### config.mk
export PLATFORM = sky130hd
export DESIGN_NAME = uart_rx_fifo
export DESIGN_NICKNAME = d
export VERILOG_FILES = /design/src/rtl/uart_rx_fifo.sv
export SDC_FILE = /design/constraint.sdc
export NUM_CORES = 1
export LEC_CHECK = 0
export BUFFER_PORTS_ARGS = -buffer_cell sky130_fd_sc_hd__buf_2
export CAP_MARGIN = 20
export CORE_MARGIN = 2
export CORE_UTILIZATION = 50
export CTS_CLUSTER_DIAMETER = 100
export DETAILED_ROUTE_END_ITERATION = 10
export PLACE_DENSITY = 0.69
export SLEW_MARGIN = 10
export SYNTH_ARGS = -nofsm -noshare
export SYNTH_HDL_FRONTEND = slang
export SYNTH_SLANG_ARGS = --single-unit
### constraint.sdc
create_clock -name clk -period 2.8 [get_ports clk]
set_clock_uncertainty 0.2 [all_clocks]
set_input_delay 0.14 -clock clk [delete_from_list [all_inputs] [get_ports clk]]
set_output_delay 0.14 -clock clk [all_outputs]
set_load 0.02 [all_outputs]
### src/rtl/uart_rx_fifo.sv
// 16x oversampling UART receiver (8N1) feeding a show-ahead byte FIFO, with
// one-cycle frame_err / overrun / parity_err pulses. Define UART_RX_PARITY_EN for 8E1 framing.
module uart_rx_fifo #(
  parameter int CLOCK_FREQ = 50000000,
  parameter int BAUD_RATE  = 115200,
  parameter int FIFO_DEPTH = 4
) (
  input  logic                          clk,
  input  logic                          reset,
  input  logic                          rx,
  output logic [7:0]                    rx_data,
  output logic                          rx_valid,
  input  logic                          rx_ready,
  output logic [$clog2(FIFO_DEPTH):0]   rx_count,
  output logic                          frame_err,
  output logic                          overrun,
  output logic                          parity_err
);

  localparam int DIV_RAW = CLOCK_FREQ / (BAUD_RATE * 16);
  localparam int DIV     = (DIV_RAW < 1) ? 1 : DIV_RAW;
  localparam int PW      = (DIV > 1) ? $clog2(DIV) : 1;
  localparam int AW      = $clog2(FIFO_DEPTH);
  localparam int CW      = AW + 1;

`ifdef UART_RX_PARITY_EN
  typedef enum logic [2:0] {IDLE, START, DATA, PARITY, STOP, WAIT_IDLE} state_t;
`else
  typedef enum logic [2:0] {IDLE, START, DATA, STOP, WAIT_IDLE} state_t;
`endif

  state_t          state, state_next;
  logic [PW-1:0]   presc;
  logic            tick;
  logic            presc_clear;
  logic            rx_meta, rx_s;
  logic [3:0]      tick_cnt, tick_cnt_next;
  logic [2:0]      bit_idx, bit_idx_next;
  logic [7:0]      shift_reg, shift_next;
  logic            push;
  logic            frame_err_c;
  logic            parity_err_c;
`ifdef UART_RX_PARITY_EN
  logic            par_bit, par_next;
`endif

  logic [7:0]      mem [FIFO_DEPTH];
  logic [AW-1:0]   wr_ptr, rd_ptr;
  logic [CW-1:0]   count;
  logic            full, pop, wr_en;

  always_ff @(posedge clk) begin
    if (reset) begin
      rx_meta <= 1'b1;
      rx_s    <= 1'b1;
    end else begin
      rx_meta <= rx;
      rx_s    <= rx_meta;
    end
  end

  // Oversample prescaler, realigned to the start edge so bit centres stay put.
  always_ff @(posedge clk) begin
    if (reset || presc_clear || tick)
      presc <= '0;
    else
      presc <= presc + PW'(1);
  end

  assign tick = (presc == PW'(DIV - 1));

  always_ff @(posedge clk) begin
    if (reset) begin
      state     <= IDLE;
      tick_cnt  <= '0;
      bit_idx   <= '0;
      shift_reg <= '0;
`ifdef UART_RX_PARITY_EN
      par_bit   <= 1'b0;
`endif
    end else begin
      state     <= state_next;
      tick_cnt  <= tick_cnt_next;
      bit_idx   <= bit_idx_next;
      shift_reg <= shift_next;
`ifdef UART_RX_PARITY_EN
      par_bit   <= par_next;
`endif
    end
  end

  always_comb begin
    state_next    = state;
    tick_cnt_next = tick_cnt;
    bit_idx_next  = bit_idx;
    shift_next    = shift_reg;
`ifdef UART_RX_PARITY_EN
    par_next      = par_bit;
`endif
    push          = 1'b0;
    frame_err_c   = 1'b0;
    parity_err_c  = 1'b0;
    presc_clear   = 1'b0;
    case (state)
      IDLE: begin
        if (!rx_s) begin
          state_next    = START;
          tick_cnt_next = '0;
          presc_clear   = 1'b1;
        end
      end
      START: begin
        if (tick) begin
          tick_cnt_next = tick_cnt + 4'd1;
          if (tick_cnt == 4'd7) begin
            if (rx_s) begin
              state_next = IDLE;
            end else begin
              state_next    = DATA;
              tick_cnt_next = '0;
              bit_idx_next  = '0;
            end
          end
        end
      end
      DATA: begin
        if (tick) begin
          tick_cnt_next = tick_cnt + 4'd1;
          if (tick_cnt == 4'd15) begin
            shift_next[bit_idx] = rx_s;
            bit_idx_next        = bit_idx + 3'd1;
            if (bit_idx == 3'd7) begin
`ifdef UART_RX_PARITY_EN
              state_next = PARITY;
`else
              state_next = STOP;
`endif
            end
          end
        end
      end
`ifdef UART_RX_PARITY_EN
      PARITY: begin
        if (tick) begin
          tick_cnt_next = tick_cnt + 4'd1;
          if (tick_cnt == 4'd15) begin
            par_next   = rx_s;
            state_next = STOP;
          end
        end
      end
`endif
      // A bad stop bit wins over a parity mismatch; only clean frames are pushed.
      STOP: begin
        if (tick) begin
          tick_cnt_next = tick_cnt + 4'd1;
          if (tick_cnt == 4'd15) begin
            if (rx_s) begin
              state_next = IDLE;
`ifdef UART_RX_PARITY_EN
              if ((^shift_reg) ^ par_bit)
                parity_err_c = 1'b1;
              else
                push = 1'b1;
`else
              push = 1'b1;
`endif
            end else begin
              state_next  = WAIT_IDLE;
              frame_err_c = 1'b1;
            end
          end
        end
      end
      WAIT_IDLE: begin
        if (rx_s)
          state_next = IDLE;
      end
      default: state_next = IDLE;
    endcase
  end

  assign frame_err  = frame_err_c;
  assign parity_err = parity_err_c;

  // A full FIFO still takes the byte if the head leaves on the same edge.
  assign full     = (count == CW'(FIFO_DEPTH));
  assign rx_valid = (count != '0);
  assign pop      = rx_valid && rx_ready;
  assign wr_en    = push && (!full || pop);
  assign overrun  = push && full && !pop;
  assign rx_count = count;
  assign rx_data  = rx_valid ? mem[rd_ptr] : 8'h00;

  always_ff @(posedge clk) begin
    if (wr_en)
      mem[wr_ptr] <= shift_reg;
  end

  always_ff @(posedge clk) begin
    if (reset) begin
      wr_ptr <= '0;
      rd_ptr <= '0;
      count  <= '0;
    end else begin
      if (wr_en)
        wr_ptr <= wr_ptr + AW'(1);
      if (pop)
        rd_ptr <= rd_ptr + AW'(1);
      case ({wr_en, pop})
        2'b10:   count <= count + CW'(1);
        2'b01:   count <= count - CW'(1);
        default: count <= count;
      endcase
    end
  end

endmodule

==> impl_results.md <==
* Final Cell Area at approximately 3600 um2
* Max VDD drop at 0.000290 V
* Slew margin rel. at ~57%
* Final wirelength at 5.62 mm
* Clock root buffer: clkbuf_8
* First-pass GRT wire length at 10.0 mm
* Mapped Avg Cell Area at 11.4 um2
* Cells after synthesis at between 200 and 300
* Crit start category: flip-flop
* Worst EP required at 2.88 ns
* Fin crit period at roughly 2.6 ns
* WL/cell at 14.9 um
* DR pass1 iterations at 4
* Initial Util at 52.5%
* R2r setup slk at 0.24 ns
* Hold/Removal Path Class: in -> reg
* Vias in the first global route at 2041
* Slew Viols, Final at 0
* Fin nets at 311
* Initial antenna violation count at 0
* Placer congestion estimate at between 0.9 and 1
* Share of layout cells above drive strength 1 at 18.2%
* Main synth FF type: dfxtp_1
* Hold WS at 0.112 ns
* RSZ-0062 raised after global routing: no
* Synth async-reset ratio at 0%
* Worst-margin pin slew at ~0.64 ns
* Post-DRT Antenna Nets at 0
* Final setup fails at 0
* Yosys reg bits at 66
* Area grow syn2layout at 13.3%
* Overall routing resource usage at 18.0%
* Leak at 1.31 nW
* Worst Setup End Kind: flip-flop
* DRC Markers at 0
* PortBufs at 17
* CTS Sinks at 66
* Largest net degree at the start of global routing at 39
* Max cap viols at 0
* Status: finished, final reports clean
* CTS tree: yes
* Core Rows at 28
* Post-DP Area at 3320 um2
* Die Y at 83.6 um
* Overflow after GRT at 0
* Tcrit/Tclk final at 91.4%
* Vias at 2102
* Diodes inserted at 0
* Hold Fails Final Rpt at 0
* Sequential standard cell area at 1640 um2
* PD cells at 583 nW/um2
* Register area share after synthesis at 51.9%
* Post-DP HPWL at approximately 3.9 mm
* Post-cts resize count at 0
* Most common cell after layout, fill and taps aside: dfxtp_1
* Syn nets at 291
* CP Data Arrival Time at about 2.6 ns
* CTS max path bufs at 2
* Initial drt markers at 89
* Setup Fix Bufs, Post-CTS at 0
* Max Fanout on Critical Path at 6
* Max FFs per register at 32
* Die W at approximately 84 um
* Syn. warnings at 0
* Multi-input gate area at 1410 um2
* # IOs at 19
* Worst skew pair latency at 0.33 ns
* Clock transition at path regs at 0.07 ns
* Synthesized area at ~3200 um2
* Fill cell count at 488
* CTS H-Tree Depth at 3
* Setup TNS at 0 ns
* Routed vias/inst at 5.58
* Most frequent cells in the layout: 34 x dfxtp_1, 32 x edfxtp_1, 24 x nor2_1, 17 x buf_2, 12 x nand4_1
* FMAX at 0.391 GHz
* CTS buffer count at 9
* Core area at about 6000 um2
* Unique masters post-synth at between 50 and 60
* EDFF count, synth at 32
* Die area at 6980 um2
* Critical path class: reg -> reg
per-layer routing:
metal  up-vias  wire length, um  track usage (%)
met1       988             2600             23.5
met2        31             2770             28.4
li1       1078                -                -
met3         5              184             4.65
met5         -                0                0
met4         0               57             8.06
worst paths after layout:
check / end / start / cells past startpoint
setup / recovery: rx_count[1]$_SDFFE_PP0P_ / tick_cnt[0]$_SDFFE_PP0P_ / 8
setup reg to reg: rx_count[1]$_SDFFE_PP0P_ / tick_cnt[0]$_SDFFE_PP0P_ / 8
hold reg to reg: rx_s$_SDFF_PP1_ / rx_meta$_SDFF_PP1_ / 1
hold / removal: rd_ptr[0]$_SDFFE_PP0P_ / reset / 2
Yosys cell counts, drive strengths merged, types with 6 or more instances:
| cell type | count | area (um2) |
|---|---|---|
| a21oi | 8 | 40.0 |
| buf | 7 | 42.5 |
| clkbuf | 12 | 45.0 |
| dfxtp | 34 | 681 |
| edfxtp | 32 | 961 |
| ha | 9 | 113 |
| inv | 7 | 26.3 |
| mux2i | 10 | 100 |
| mux4 | 8 | 180 |
| nand2 | 6 | 22.5 |
| nand4 | 12 | 75.1 |
| nand4b | 6 | 52.6 |
| nor2 | 24 | 90.1 |
| nor2b | 11 | 68.8 |
| nor3 | 7 | 35.0 |
| o21ai | 8 | 40.0 |
cells by family (layout without fill, tap and decap cells):
group / after synthesis / in the layout / synth area share (%)
simple gates: 115 / 115 / 22.5
flops: 66 / 66 / 51.9
compound gates: 35 / 35 / 7.24
buf+inv: 26 / 51 / 3.60
mux: 18 / 18 / 8.86
fa+ha+maj: 10 / 10 / 4.19
xor+xnor: 6 / 6 / 1.66
other cells: 1 / 1 / 0.119
cell type report:
cell class | count | share of cell area [%]
clock buffer | 9 | 3.46
clock inverter | 7 | 3.28
inverter | 7 | 0.733
multi-input combinational | 185 | 39.3
sequential | 66 | 45.8
tap | 75 | 2.62
timing repair buffer | 28 | 4.82
per-stage QoR:
step	utilization [%]	worst slack [ns]	total power, W	std cells
after floorplan	-	0.0657	0.00114	277
after global placement	55.1	0.303	0.00116	359
after detailed placement	55.1	0.263	0.00116	359
after CTS	59.5	0.245	0.00211	377
after global routing	59.5	0.0914	0.00218	377
final	59.5	0.240	0.00209	377
critical path: stages (launching register included):
cell and delay [ns]:
dfxtp_1 0.37, ha_1 0.26, nand2_1 0.10, nor4_1 0.40, nor2_1 0.11, fa_1 0.48
nor2b_1 0.14, or3b_1 0.36, nand4_1 0.09
report_power, final:
group	total, W	switching [W]	internal (W)
clock network	0.000946	0.000355	0.000591
registers	0.00103	0.0000130	0.00101
logic	0.000118	0.0000696	0.0000485
repair_timing:
item	in CTS	in global routing
endpoints found under the hold margin	3	0
endpoints found under the setup margin	0	0
hold buffers	2	0
Power figures use the tool's default switching activity.
